## config.mk

```make
export PLATFORM = sky130hd
export DESIGN_NAME = stream_capture
export DESIGN_NICKNAME = d
export VERILOG_FILES = /design/src/rtl/stream_capture_pkg.sv /design/src/rtl/stream_capture_buffer.sv /design/src/rtl/stream_capture.sv
export SDC_FILE = /design/constraint.sdc
export NUM_CORES = 1
export LEC_CHECK = 0
export BUFFER_PORTS_ARGS = -buffer_cell sky130_fd_sc_hd__buf_2
export CAP_MARGIN = 20
export CORE_MARGIN = 2
export CORE_UTILIZATION = 55
export DETAILED_ROUTE_END_ITERATION = 8
export PLACE_DENSITY_LB_ADDON = 0.08
export SYNTH_ARGS = -nofsm -noshare
export SYNTH_HDL_FRONTEND = slang
export SYNTH_SLANG_ARGS = --single-unit
export TNS_END_PERCENT = 20
```

## constraint.sdc

```tcl
create_clock -name iCLK -period 2.6 [get_ports iCLK]
set_clock_uncertainty 0.15 [all_clocks]
set_input_delay 0.52 -clock iCLK [delete_from_list [all_inputs] [get_ports iCLK]]
set_output_delay 0.52 -clock iCLK [all_outputs]
set_load 0.01 [all_outputs]
```

## src/rtl/stream_capture_pkg.sv

```systemverilog
// Shared definitions for the stream capture block: FSM encoding, burst-mode
// string constants and a width helper for counters and addresses.
// No logic; imported by stream_capture and its buffer.
package stream_capture_pkg;

  typedef enum logic [1:0] {
    ST_IDLE    = 2'd0,
    ST_CAPTURE = 2'd1,
    ST_DONE    = 2'd2
  } state_e;

  localparam string BURST_YES = "yes";
  localparam string BURST_NO  = "no";

  // ceil(log2(n)) but never below 1, so a one-entry buffer still gets an address bit
  function automatic int clog2_min1(input int n);
    return (n <= 2) ? 1 : $clog2(n);
  endfunction

endpackage

```

## src/rtl/stream_capture_buffer.sv

```systemverilog
// Capture buffer: DEPTH x WIDTH RAM, one write port, one synchronous read port.
// Latency: raddr_i to rdata_o is 1 cycle; a same-edge write returns the old word.
// Backpressure: none, the write enable is the caller's handshake.
module stream_capture_buffer
  import stream_capture_pkg::*;
#(
  parameter int DEPTH  = 3,
  parameter int WIDTH  = 22,
  parameter int ADDR_W = 2
) (
  input  logic              clk_i,
  input  logic              rst_ni,
  input  logic              we_i,
  input  logic [ADDR_W-1:0] waddr_i,
  input  logic [WIDTH-1:0]  wdata_i,
  input  logic [ADDR_W-1:0] raddr_i,
  output logic [WIDTH-1:0]  rdata_o
);

  logic [WIDTH-1:0] mem_q [DEPTH];
  logic [WIDTH-1:0] rdata_q;

  // Storage array: written on an accepted word, never reset
  always_ff @(posedge clk_i) begin
    if (we_i) begin
      mem_q[waddr_i] <= wdata_i;
    end
  end

  // Registered read; non-blocking update gives read-before-write on a shared address
  always_ff @(posedge clk_i or negedge rst_ni) begin
    if (!rst_ni) begin
      rdata_q <= '0;
    end else begin
      rdata_q <= mem_q[raddr_i];
    end
  end

  assign rdata_o = rdata_q;

endmodule

```

## src/rtl/stream_capture.sv

```systemverilog
// Stream capture: after a start pulse accepts SIZE words, stores them, XOR-signs them.
// Latency: word to oCount/oSum 1 cycle, last word to oEnd 1 cycle, read port 1 cycle.
// Backpressure: oReady_AM is registered; high (or alternating) only while capturing.
module stream_capture
  import stream_capture_pkg::*;
#(
  parameter int    SIZE   = 3,
  parameter int    WIDTH  = 22,
  parameter string BURST  = "yes",
  localparam int   CNT_W  = clog2_min1(SIZE + 1),
  localparam int   ADDR_W = clog2_min1(SIZE)
) (
  input  logic              iCLK,
  input  logic              iRST,
  input  logic              iStart,
  input  logic              iValid_AM,
  output logic              oReady_AM,
  input  logic [WIDTH-1:0]  iData_AM,
  output logic              oEnd,
  output logic [CNT_W-1:0]  oCount,
  output logic [WIDTH-1:0]  oSum,
  input  logic [ADDR_W-1:0] iRdAddr,
  output logic [WIDTH-1:0]  oRdData
);

  // Anything other than "no" is treated as burst mode
  localparam bit IS_BURST = (BURST != BURST_NO);

  state_e           state_q;
  logic             ready_q;
  logic             end_q;
  logic [CNT_W-1:0] count_q;
  logic [WIDTH-1:0] sum_q;

  logic accept;
  logic last_word;

  // ready_q is only ever set inside CAPTURE, so it alone qualifies the handshake
  assign accept    = (state_q == ST_CAPTURE) && iValid_AM && ready_q;
  assign last_word = (count_q == CNT_W'(SIZE - 1));

  // Run control: state, handshake ready, word count, signature and done flag
  always_ff @(posedge iCLK or negedge iRST) begin
    if (!iRST) begin
      state_q <= ST_IDLE;
      ready_q <= 1'b0;
      end_q   <= 1'b0;
      count_q <= '0;
      sum_q   <= '0;
    end else begin
      case (state_q)
        ST_IDLE: begin
          if (iStart) begin
            state_q <= ST_CAPTURE;
            ready_q <= 1'b1;
            count_q <= '0;
            sum_q   <= '0;
          end
        end
        ST_CAPTURE: begin
          // iStart is deliberately ignored here so a run cannot be truncated
          if (accept) begin
            count_q <= count_q + CNT_W'(1);
            sum_q   <= sum_q ^ iData_AM;
          end
          if (accept && last_word) begin
            state_q <= ST_DONE;
            ready_q <= 1'b0;
            end_q   <= 1'b1;
          end else begin
            ready_q <= IS_BURST ? 1'b1 : ~ready_q;
          end
        end
        ST_DONE: begin
          if (iStart) begin
            state_q <= ST_CAPTURE;
            ready_q <= 1'b1;
            end_q   <= 1'b0;
            count_q <= '0;
            sum_q   <= '0;
          end
        end
        default: begin
          state_q <= ST_IDLE;
          ready_q <= 1'b0;
          end_q   <= 1'b0;
        end
      endcase
    end
  end

  stream_capture_buffer #(
    .DEPTH  (SIZE),
    .WIDTH  (WIDTH),
    .ADDR_W (ADDR_W)
  ) u_buffer (
    .clk_i   (iCLK),
    .rst_ni  (iRST),
    .we_i    (accept),
    .waddr_i (ADDR_W'(count_q)),
    .wdata_i (iData_AM),
    .raddr_i (iRdAddr),
    .rdata_o (oRdData)
  );

  assign oReady_AM = ready_q;
  assign oEnd      = end_q;
  assign oCount    = count_q;
  assign oSum      = sum_q;

endmodule

```

==> flow_metrics.py <==
metrics = {
    "setup_path": {
        "reg2reg_from": "state_q[0]",
        "path_cells": "and4b_1 > and2_1 > buf_4",
        "crit_start": "state_q[0]",
        "cpLargestDelayFamily": "simple AND/OR/NAND/NOR gates",
        "critPathLaunchType": "register",
        "path_buf_inv": 1,
        "arrival_ps": 1970,
        "slowest_stage": "sky130_fd_sc_hd__and4b_1",
        "crit_path_capture_type": "register",
        "worstPathRequired_ps": 2620,
        "worst-path-max-fanout": 22,
        "reg2reg_setup_slack_ps": 650,
        "cpPeakStageDelay_ps": 490,
        "crit_path_class": "reg2reg",
    },
    "min_path": {
        "hp-start": "iData_AM[4]",
        "min_path_type": "in2reg",
    },
    "floorplan": {
        "fp.coreArea_um2": 7610,
        "rows": 32,
        "floorplan.die.width_um": 92.1,
        "die_outline_area_um2": 8470,
        "initial_utilization": 0.561,
        "chipHeight_um": 92.1,
        "ioPinCount": 76,
    },
    "timing": {
        "post-route-min-period_ps": 1950,
        "hold_viol_final": 0,
        "worst_slew_pin_slew_ps": 706,
        "max_freq_mhz": 513,
        "rsz0062_at_grt": "no",
        "setup_viol_count_final": 0,
        "report.final.slew_viol_count": 0,
        "final_min_period_over_clock_period": 0.749,
        "slew-limit-headroom": 0.529,
        "holdWs_ps": 86.8,
        "tns_ps": 0,
    },
    "finish": {
        "final_net_count": 406,
        "flow.area_growth_from_synthesis_pct": 26.3,
        "final_core_utilization": 0.708,
        "final_layout_size_suffix_gt1_frac": 0.291,
        "antenna-diode-count": 0,
    },
    "cts": {
        "postCtsResizedCells": 0,
        "tritoncts": "yes",
        "cts_made_buffers": 17,
        "worst_skew_pair.late_latency_ps": 510,
        "cts.sinks": 116,
        "cts.reportedPaths.clkPinSlew_ps": 50,
        "cts_root_buffer": "sky130_fd_sc_hd__clkbuf_8",
        "cts_htree_levels": 4,
        "maximum_buffer_depth_of_the_clock_tree": 2,
    },
    "synth": {
        "synth_seq_area_share": 0.758,
        "yosys-mux-area-fraction": 0.103,
        "main_combinational_cell_family_by_area_after_synthesis": "multiplexers",
        "synth.net_count": 318,
        "postSynthCellCount": 287,
        "synth-seq-cells": 116,
        "postSynthAreaPerCell_um2": 14.9,
        "post_synth_instance_area_um2": 4260,
        "yosys.cell_types.count": 21,
        "synth_compound_area_frac": 0.0373,
        "synth_fa_ha_area_frac": 0.00880,
        "post_synth_and_or_nand_nor_area_fraction": 0.0739,
        "synth_xor_area_frac": 0,
        "synthesis.yosys.warnings": 0,
    },
    "run_status": {
        "outcome": "finished clean",
    },
    "drt": {
        "drt.antenna.violating_nets": 0,
        "dr_total_vias": 2462,
        "drc": 0,
        "avgRoutedWirePerCell_um": 16.0,
        "firstDrtPassIters": 4,
        "final_wirelength_um": 7830,
        "average_via_count_per_standard_cell": 5.02,
        "detailed_router_s_first_iteration_violation_count": 116,
    },
    "placed_design": {
        "routabilityCongestion": 0.715,
        "io_buffers": 75,
        "dpl.hpwl_um": 4630,
    },
    "grt": {
        "grt_pass1_wl_um": 12700,
        "number_of_global_route_vias_before_repair": 2590,
        "grtUsageTotal": 0.206,
        "grt_max_degree": 45,
        "grt_overflow_total": 0,
        "antenna_found_initial": 0,
    },
    "pwr": {
        "cellPowerDensity_nw_per_um2": 1130,
        "worst_ir_drop_vdd_mv": 0.707,
        "static-leakage-power_nw": 2.45,
    },
    "job": {
        "max-cap-violations": 0,
    },
}
==> path summary, 6_finish.rpt <==
check / to / cells after the start
max: u_buffer.mem_q[1][21] / 3
min: u_buffer.mem_q[2][4] / 1
max reg2reg: u_buffer.mem_q[1][21] / 3
min reg2reg: u_buffer.rdata_o[9] / 2
max in group asynchronous: oSum[19] / 3
min in group asynchronous: oSum[12] / 2
==> cells in the final DEF, fill, tap and decap left out, types with 2 or more instances in the layout <==
master	instances
sky130_fd_sc_hd__buf_4	6
sky130_fd_sc_hd__a21o_1	2
sky130_fd_sc_hd__dfrtp_1	50
sky130_fd_sc_hd__clkbuf_16	16
sky130_fd_sc_hd__buf_2	75
sky130_fd_sc_hd__clkbuf_8	4
sky130_fd_sc_hd__inv_1	2
sky130_fd_sc_hd__edfxtp_1	66
sky130_fd_sc_hd__bufinv_16	4
sky130_fd_sc_hd__clkbuf_1	2
sky130_fd_sc_hd__mux2i_1	44
sky130_fd_sc_hd__nand2_1	69
sky130_fd_sc_hd__o21ai_0	26
sky130_fd_sc_hd__and2_1	3
sky130_fd_sc_hd__clkinv_2	5
sky130_fd_sc_hd__ha_1	3
==> report_power, final <==
group	total [mW]	internal, mW	leakage, nW	switching (mW)
combinational	1.10	0.443	0.933	0.661
clock	2.39	1.62	0.305	0.763
sequential	2.61	2.41	1.21	0.205
==> area by class of cell <==
| type | count | area, µm² |
|---|---|---|
| clock buffers | 22 | 463 |
| fillers | 539 | 2220 |
| well taps | 102 | 128 |
| inverters | 2 | 7.51 |
| multi-input cells | 155 | 952 |
| clock inverters | 10 | 153 |
| repair buffers | 83 | 450 |
| flip-flops and latches | 116 | 3230 |
==> cell usage after synthesis <==
| cell type | n | area share |
|---|---|---|
| sky130_fd_sc_hd__nor3_1 | 1 | 0.0012 |
| sky130_fd_sc_hd__ha_1 | 3 | 0.0088 |
| sky130_fd_sc_hd__edfxtp_1 | 66 | 0.46 |
| sky130_fd_sc_hd__nand3_1 | 1 | 0.0012 |
| sky130_fd_sc_hd__o21ai_0 | 26 | 0.031 |
| sky130_fd_sc_hd__dfrtp_1 | 50 | 0.29 |
| sky130_fd_sc_hd__a21oi_1 | 1 | 0.0012 |
| sky130_fd_sc_hd__buf_2 | 6 | 0.0070 |
| sky130_fd_sc_hd__and2_1 | 3 | 0.0044 |
| sky130_fd_sc_hd__nand2b_1 | 1 | 0.0015 |
| sky130_fd_sc_hd__and4b_1 | 1 | 0.0023 |
| sky130_fd_sc_hd__or2b_1 | 1 | 0.0018 |
| sky130_fd_sc_hd__nor2_1 | 1 | 0.00088 |
| sky130_fd_sc_hd__a21o_1 | 2 | 0.0035 |
| sky130_fd_sc_hd__mux2i_1 | 44 | 0.10 |
| sky130_fd_sc_hd__buf_4 | 1 | 0.0018 |
| sky130_fd_sc_hd__clkbuf_1 | 6 | 0.0053 |
| sky130_fd_sc_hd__a31o_2 | 1 | 0.0021 |
| sky130_fd_sc_hd__inv_1 | 2 | 0.0018 |
| sky130_fd_sc_hd__buf_6 | 1 | 0.0026 |
| sky130_fd_sc_hd__nand2_1 | 69 | 0.061 |
==> state kept, by name (all words and copies together) (netlist names) <==
| signal | flops |
|---|---|
| u_buffer.mem_q | 66 |
| oSum | 22 |
| u_buffer.rdata_o | 22 |
| oCount | 2 |
| state_q | 2 |
| oEnd | 1 |
| oReady_AM | 1 |
==> cells by family after synthesis <==
logic type,Yosys count
flops,116
simple gates,78
mux,44
compound gates,30
buf+inv,16
fa+ha+maj,3
==> per-stage QoR <==
step | cell area (µm²) | std cells | total power [mW] | setup WS [ps]
6_report | 5390 | 490 | 6.10 | 652
5_1_grt | 5390 | 490 | 6.42 | 536
4_1_cts | 5390 | 490 | 6.16 | 632
3_5_place_dp | 4760 | 457 | 3.75 | 536
3_3_place_gp | 4760 | 457 | 3.69 | 586
2_1_floorplan | 4260 | 287 | 3.29 | 506
==> timing repair <==
action | CTS | global route
hold buffers | 1 | 0
buffers inserted | 0 | 0
hold endpoints to repair | 24 | 0
==> routing by layer <==
metal  track usage  routed length (µm)  vias to the layer above
met1         0.261                3490                     1193
met2         0.331                3870                       64
met3        0.0559                 342                       12
met4         0.102                 129                        0
li1              -                   -                     1193
met5             0                   0                        -
Note: power is estimated with default switching activity, not from simulation.
